## src/rtl/state_dump_pkg.sv

```systemverilog
// Shared encodings for the state dump unit: record tags, FSM states and
// the address-width helper used by the scan ports.
package state_dump_pkg;

  typedef enum logic [1:0] {
    TAG_CYC = 2'd0,
    TAG_PC  = 2'd1,
    TAG_REG = 2'd2,
    TAG_MEM = 2'd3
  } tag_e;

  typedef enum logic [2:0] {
    S_RUN,
    S_HDR,
    S_PCW,
    S_ADDR,
    S_WAIT,
    S_EMIT,
    S_DONE
  } state_e;

  localparam int unsigned IDX_W = 8;

  // A single-entry array still gets a 1-bit address port.
  function automatic int unsigned addr_w(input int unsigned n);
    return (n > 1) ? $clog2(n) : 1;
  endfunction

endpackage

```

## src/rtl/state_dump_if.sv

```systemverilog
// Valid/ready record stream carrying dump records to the sink.
interface state_dump_if #(
  parameter int unsigned DATA_W = 32
);
  logic              out_valid;
  logic              out_ready;
  logic [DATA_W-1:0] out_data;
  logic [1:0]        out_tag;
  logic [7:0]        out_index;
  logic              out_last;

  modport master (
    output out_valid, out_data, out_tag, out_index, out_last,
    input  out_ready
  );

  modport slave (
    input  out_valid, out_data, out_tag, out_index, out_last,
    output out_ready
  );
endinterface

```

## src/rtl/state_dump_unit_out_reg.sv

```systemverilog
// Output holding register: a loaded record stays valid and stable until the
// sink accepts it.
module dump_out_reg
  import state_dump_pkg::*;
#(
  parameter int unsigned DATA_W = 32
) (
  input  logic              clk,
  input  logic              rst,
  input  logic              load,
  input  logic              clear,
  input  logic [DATA_W-1:0] ld_data,
  input  tag_e              ld_tag,
  input  logic [IDX_W-1:0]  ld_index,
  input  logic              ld_last,
  output logic              accept,
  state_dump_if.master      rec
);

  logic              valid_q, valid_d;
  logic [DATA_W-1:0] data_q,  data_d;
  logic [1:0]        tag_q,   tag_d;
  logic [IDX_W-1:0]  index_q, index_d;
  logic              last_q,  last_d;

  always_comb begin
    valid_d = valid_q;
    data_d  = data_q;
    tag_d   = tag_q;
    index_d = index_q;
    last_d  = last_q;
    if (load) begin
      valid_d = 1'b1;
      data_d  = ld_data;
      tag_d   = ld_tag;
      index_d = ld_index;
      last_d  = ld_last;
    end else if (clear) begin
      valid_d = 1'b0;
      last_d  = 1'b0;
    end
  end

  always_ff @(posedge clk or posedge rst) begin
    if (rst) begin
      valid_q <= 1'b0;
      data_q  <= '0;
      tag_q   <= '0;
      index_q <= '0;
      last_q  <= 1'b0;
    end else begin
      valid_q <= valid_d;
      data_q  <= data_d;
      tag_q   <= tag_d;
      index_q <= index_d;
      last_q  <= last_d;
    end
  end

  assign accept        = valid_q & rec.out_ready;
  assign rec.out_valid = valid_q;
  assign rec.out_data  = data_q;
  assign rec.out_tag   = tag_q;
  assign rec.out_index = index_q;
  assign rec.out_last  = last_q;

endmodule

```

## src/rtl/state_dump_unit.sv

```systemverilog
// Halts the CPU and streams cycle count, PC, register file and data memory
// as tagged records, on request or automatically every PERIOD run cycles.
module state_dump_unit
  import state_dump_pkg::*;
#(
  parameter int unsigned DATA_W    = 32,
  parameter int unsigned NUM_REGS  = 32,
  parameter int unsigned MEM_WORDS = 8,
  parameter int unsigned MODE      = 0,
  parameter int unsigned PERIOD    = 20
) (
  input  logic                          clk,
  input  logic                          rst,
  input  logic                          dump_req,
  input  logic [DATA_W-1:0]             pc_in,
  output logic                          halt,
  output logic [addr_w(NUM_REGS)-1:0]   rf_raddr,
  input  logic [DATA_W-1:0]             rf_rdata,
  output logic [addr_w(MEM_WORDS)-1:0]  dm_raddr,
  input  logic [DATA_W-1:0]             dm_rdata,
  output logic                          out_valid,
  input  logic                          out_ready,
  output logic [DATA_W-1:0]             out_data,
  output logic [1:0]                    out_tag,
  output logic [7:0]                    out_index,
  output logic                          out_last,
  output logic                          busy,
  output logic [31:0]                   cycle_count
);

  localparam int unsigned RA_W = addr_w(NUM_REGS);
  localparam int unsigned MA_W = addr_w(MEM_WORDS);
  localparam logic [IDX_W-1:0] LAST_REG = IDX_W'(NUM_REGS - 1);
  localparam logic [IDX_W-1:0] LAST_MEM = IDX_W'(MEM_WORDS - 1);

  state_e            state_q, state_d;
  logic [31:0]       count_q, count_d;
  logic [31:0]       phase_q, phase_d;
  logic              halt_q, halt_d;
  logic [IDX_W-1:0]  idx_q, idx_d;
  logic              is_mem_q, is_mem_d;
  logic [DATA_W-1:0] pc_q, pc_d;
  logic [RA_W-1:0]   rf_raddr_q, rf_raddr_d;
  logic [MA_W-1:0]   dm_raddr_q, dm_raddr_d;

  logic              ld, clr, accept;
  logic [DATA_W-1:0] ld_data;
  tag_e              ld_tag;
  logic [IDX_W-1:0]  ld_index;
  logic              ld_last;
  logic              cnt_inc, auto_trig;

  always_comb begin
    state_d    = state_q;
    count_d    = count_q;
    phase_d    = phase_q;
    halt_d     = halt_q;
    idx_d      = idx_q;
    is_mem_d   = is_mem_q;
    pc_d       = pc_q;
    rf_raddr_d = '0;
    dm_raddr_d = '0;
    ld         = 1'b0;
    clr        = 1'b0;
    ld_data    = '0;
    ld_tag     = TAG_CYC;
    ld_index   = '0;
    ld_last    = 1'b0;
    cnt_inc    = 1'b0;
    auto_trig  = 1'b0;

    case (state_q)
      S_RUN: begin
        cnt_inc = (count_q != '1);
        if (cnt_inc) begin
          count_d = count_q + 32'd1;
          phase_d = (phase_q == 32'(PERIOD - 1)) ? '0 : phase_q + 32'd1;
        end
        // Periodic mode tracks count mod PERIOD in phase_q to avoid a divider.
        if (MODE == 0) auto_trig = cnt_inc && (count_d == 32'(PERIOD));
        else           auto_trig = cnt_inc && (phase_q == 32'(PERIOD - 1));
        if (dump_req || auto_trig) begin
          state_d = S_HDR;
          halt_d  = 1'b1;
          pc_d    = pc_in;
          ld      = 1'b1;
          ld_data = DATA_W'(count_d);
          ld_tag  = TAG_CYC;
        end
      end
      S_HDR: begin
        if (accept) begin
          state_d = S_PCW;
          ld      = 1'b1;
          ld_data = pc_q;
          ld_tag  = TAG_PC;
        end
      end
      S_PCW: begin
        if (accept) begin
          state_d  = S_ADDR;
          clr      = 1'b1;
          idx_d    = '0;
          is_mem_d = 1'b0;
        end
      end
      S_ADDR: begin
        state_d    = S_WAIT;
        rf_raddr_d = rf_raddr_q;
        dm_raddr_d = dm_raddr_q;
      end
      S_WAIT: begin
        state_d  = S_EMIT;
        ld       = 1'b1;
        ld_data  = is_mem_q ? dm_rdata : rf_rdata;
        ld_tag   = is_mem_q ? TAG_MEM : TAG_REG;
        ld_index = idx_q;
        ld_last  = is_mem_q && (idx_q == LAST_MEM);
      end
      S_EMIT: begin
        if (accept) begin
          clr = 1'b1;
          if (!is_mem_q && (idx_q == LAST_REG)) begin
            state_d  = S_ADDR;
            is_mem_d = 1'b1;
            idx_d    = '0;
          end else if (is_mem_q && (idx_q == LAST_MEM)) begin
            if (MODE == 0) begin
              state_d = S_DONE;
            end else begin
              state_d = S_RUN;
              halt_d  = 1'b0;
            end
          end else begin
            state_d = S_ADDR;
            idx_d   = idx_q + 8'd1;
            if (is_mem_q) dm_raddr_d = MA_W'(idx_q + 8'd1);
            else          rf_raddr_d = RA_W'(idx_q + 8'd1);
          end
        end
      end
      S_DONE: ;
      default: state_d = S_RUN;
    endcase
  end

  always_ff @(posedge clk or posedge rst) begin
    if (rst) begin
      state_q    <= S_RUN;
      count_q    <= '0;
      phase_q    <= '0;
      halt_q     <= 1'b0;
      idx_q      <= '0;
      is_mem_q   <= 1'b0;
      pc_q       <= '0;
      rf_raddr_q <= '0;
      dm_raddr_q <= '0;
    end else begin
      state_q    <= state_d;
      count_q    <= count_d;
      phase_q    <= phase_d;
      halt_q     <= halt_d;
      idx_q      <= idx_d;
      is_mem_q   <= is_mem_d;
      pc_q       <= pc_d;
      rf_raddr_q <= rf_raddr_d;
      dm_raddr_q <= dm_raddr_d;
    end
  end

  state_dump_if #(.DATA_W(DATA_W)) rec_if ();

  dump_out_reg #(.DATA_W(DATA_W)) u_out (
    .clk      (clk),
    .rst      (rst),
    .load     (ld),
    .clear    (clr),
    .ld_data  (ld_data),
    .ld_tag   (ld_tag),
    .ld_index (ld_index),
    .ld_last  (ld_last),
    .accept   (accept),
    .rec      (rec_if.master)
  );

  assign rec_if.out_ready = out_ready;
  assign out_valid        = rec_if.out_valid;
  assign out_data         = rec_if.out_data;
  assign out_tag          = rec_if.out_tag;
  assign out_index        = rec_if.out_index;
  assign out_last         = rec_if.out_last;

  assign halt        = halt_q;
  assign busy        = halt_q;
  assign cycle_count = count_q;
  assign rf_raddr    = rf_raddr_q;
  assign dm_raddr    = dm_raddr_q;

endmodule

```

## config.mk

```make
export PLATFORM = sky130hd
export DESIGN_NAME = state_dump_unit
export DESIGN_NICKNAME = d
export VERILOG_FILES = /design/src/rtl/state_dump_pkg.sv /design/src/rtl/state_dump_if.sv /design/src/rtl/state_dump_unit_out_reg.sv /design/src/rtl/state_dump_unit.sv
export SDC_FILE = /design/constraint.sdc
export NUM_CORES = 1
export LEC_CHECK = 0
export CORE_AREA = 5 5 151 153
export CTS_BUF_LIST = sky130_fd_sc_hd__clkbuf_4 sky130_fd_sc_hd__clkbuf_8 sky130_fd_sc_hd__clkbuf_16
export CTS_CLUSTER_SIZE = 14
export DETAILED_ROUTE_END_ITERATION = 16
export DIE_AREA = 0 0 156 158
export PLACE_DENSITY_LB_ADDON = 0.2
export SETUP_SLACK_MARGIN = 0.4
export SLEW_MARGIN = 20
export SYNTH_ARGS = -nofsm -noshare
export SYNTH_HDL_FRONTEND = slang
export SYNTH_SLANG_ARGS = --single-unit
```

## constraint.sdc

```tcl
create_clock -name clk -period 6.49 [get_ports clk]
set_input_delay 1.298 -clock clk [delete_from_list [all_inputs] [get_ports clk]]
set_output_delay 1.298 -clock clk [all_outputs]
set_load 0.02 [all_outputs]
```

==> impl_metrics.json <==
{
  "status": "finished, final reports clean",
  "period_share": 0.685,
  "crit_type": "reg2reg",
  "vdd_drop_max_uv": 197,
  "dp_hpwl_um": 17800,
  "cp.required_ns": 6.78,
  "rows": 54,
  "p_per_area_nw_per_um2": 353,
  "mappedNetlistNets": 814,
  "synth_flop_cell": "dfrtp_1",
  "postSynthCellCount": 712,
  "portBuffers": 185,
  "leakage_nw": 3.99,
  "reg2reg_to": "pc_q[29]",
  "syn_area_sq_um": 7340,
  "ys_top_cells_by_area": "dfrtp_1 44%, mux2_2 6.8%, mux2i_1 4.6%",
  "dieArea_sq_um": 24600,
  "antenna_found_initial": 0,
  "timing.rr.start": "cycle_count[0]",
  "antenna_cells": 0,
  "cts_tree": "built",
  "power.total_mw": 3.50,
  "synth-async-reset-ratio": 1.00,
  "insertion_delay_ns": 0.42,
  "drc": 0,
  "r2r_cells": 10,
  "regArea_sq_um": 3230,
  "skew_ns": 0.00937,
  "worst_setup_path_start_kind": "flop",
  "antenna_left": 0,
  "ys_warn_count": 0,
  "grt_pass1_vias": 6097,
  "drt-initial-drc-count": 458,
  "routed_wl_um": 23700,
  "dieHeight_um": 158,
  "area_delta_synth_final_pct": 34.9,
  "ys_seq_elements": 129,
  "path_max_fanout": 49,
  "min_path_type": "reg2reg",
  "layout-drive-gt1-share": 0.135,
  "dr.pass1.iters": 5,
  "via_per_inst": 5.29,
  "slew_viol_final": 0,
  "overflow": 0,
  "cts-root-buf": "clkbuf_16",
  "cts_setup_buffers": 0,
  "vias": 6170,
  "cts_buffers": 17,
  "cts_max_level": 4,
  "multiInputGateArea_sq_um": 3780,
  "finalSetupViolations": 0,
  "finalHoldViolCount": 0,
  "synth-seq-area-share": 0.440,
  "core_region_area_sq_um": 21400,
  "synth-edff-count": 0,
  "crit_start": "cycle_count[0]",
  "final_nets": 976,
  "fmax_mhz": 225,
  "start_util": 0.343,
  "cts_hold_buf": 0,
  "cts_max_path_buffers": 2,
  "crit_path_end_kind": "flop",
  "rsz0062_at_grt": "false",
  "grt_pass1_wl_um": 36100,
  "r2r_slack_ns": 2.05,
  "endpoint": "pc_q[29]",
  "cp.arrival_ns": 4.74,
  "fillers": 2074,
  "cts.sinks": 129,
  "ys_types": 70,
  "synth_top_area_frac": 0.440,
  "synth_top_cell_by_area": "dfrtp_1",
  "fin_crit_ns": 4.44,
  "die_w_um": 156,
  "cts_resized": 0,
  "worstMarginPinSlew_ns": 0.811,
  "gr-usage-all-layers": 0.190,
  "tns_ns": 0,
  "post_synth.cell_area_avg_sq_um": 10.3,
  "ioPinCount": 186,
  "grt_max_degree": 50,
  "wl_per_cell_um": 20.3,
  "slew_headroom": 0.455,
  "path_clk_slew_ns": 0.06,
  "max_cap_violations": 0,
  "place.gp.congestion": 0.934
}
## worst max-delay path, cell delays in order, from the launching register on
cell	delay, ns
dfrtp_1	0.52
ha_1	0.39
nand4_2	0.27
nor4_4	0.43
nand4_2	0.43
nand3_1	0.22
xor2_1	0.20
nor3b_1	0.38
nand4_2	0.41
nand2_4	0.65
mux2_2	0.41
## cells in the mapped netlist (all sizes together) (4+ instances only)
cell and number:
a211oi 4, a21oi 15, a221o 10, a22o 11, a31oi 5, a32oi 6, and3 11, and4 9
buf 30, clkbuf 21, dfrtp 129, inv 11, mux2 53, mux2i 34, nand2 91, nand3 28
nand4 16, nor2 45, nor3 18, nor4 7, o21ai 33, o221ai 11, o2bb2ai 5, or2 4
or4 4, xnor2 37, xor2 23
## area by class of cell
type	instances	area share
timing repair buffer	194	0.194
multi-input combinational	521	0.382
clock inverter	13	0.0126
tap	280	0.0354
sequential	129	0.326
inverter	11	0.00443
clock buffer	19	0.0451
## power by group
| group | leakage [nW] | switching (mW) | internal, mW |
|---|---|---|---|
| clock network | 0.279 | 0.380 | 0.547 |
| logic | 2.05 | 0.713 | 0.632 |
| registers | 1.66 | 0.194 | 1.03 |
## placed cells by master (no fill, tap or decap), types with 14 or more instances in the layout
master	synthesis	routed
nand2_1	89	89
mux2_2	44	44
clkbuf_16	0	17
a21oi_1	15	15
nor3_1	16	14
xor2_1	23	23
nand3_1	26	26
o21ai_0	33	33
mux2i_1	34	34
nor2_1	45	45
clkdlybuf4s50_1	0	185
dfrtp_1	129	128
xnor2_1	36	36
## cell families (layout without fill, tap and decap cells)
group,count (synthesis),after routing,synth area share
mux,87,87,0.131
fa+ha+maj,2,2,0.00341
flops,129,129,0.440
simple gates,248,248,0.179
xor+xnor,60,60,0.0726
compound gates,124,124,0.127
buf+inv,62,237,0.0462
## worst min path at each step
stage	start	end	slack [ns]	cells past startpoint
6_report	rf_raddr[1]	rf_raddr[1]	0.48	2
5_1_grt	rf_raddr[3]	rf_raddr[3]	0.52	2
2_1_floorplan	pc_q[22]	pc_q[22]	0.46	1
3_5_place_dp	u_out.rec.out_tag[1]	u_out.rec.out_tag[1]	0.47	1
4_1_cts	rf_raddr[1]	rf_raddr[1]	0.49	2
3_3_place_gp	u_out.rec.out_tag[1]	u_out.rec.out_tag[1]	0.46	1
## per-layer routing
| metal | GRT usage | wire [um] |
|---|---|---|
| met1 | 0.252 | 10500 |
| met2 | 0.308 | 11300 |
| met3 | 0.0459 | 1510 |
| met4 | 0.0621 | 467 |
| met5 | 0 | 0 |
## metrics by stage
step	cell area [sq um]	std cells	util	hold WS (ns)	setup WS (ns)
6_report	9900	1167	0.462	0.482	2.05
3_5_place_dp	9320	1135	0.435	0.474	2.11
4_1_cts	9900	1167	0.462	0.489	2.07
5_1_grt	9900	1167	0.462	0.517	1.66
2_1_floorplan	7340	712	-	0.458	1.75
3_3_place_gp	9320	1135	0.435	0.462	2.17
## registers in the layout (all words and copies together) (netlist names)
register	flops
idx_q	8
dm_raddr	3
u_out.rec.out_data	32
is_mem_q	1
busy	1
cycle_count	32
u_out.rec.out_index	8
rf_raddr	5
u_out.rec.out_last	1
pc_q	32
u_out.rec.out_tag	2
state_q	3
u_out.rec.out_valid	1
Note: power is estimated with default switching activity, not from simulation.
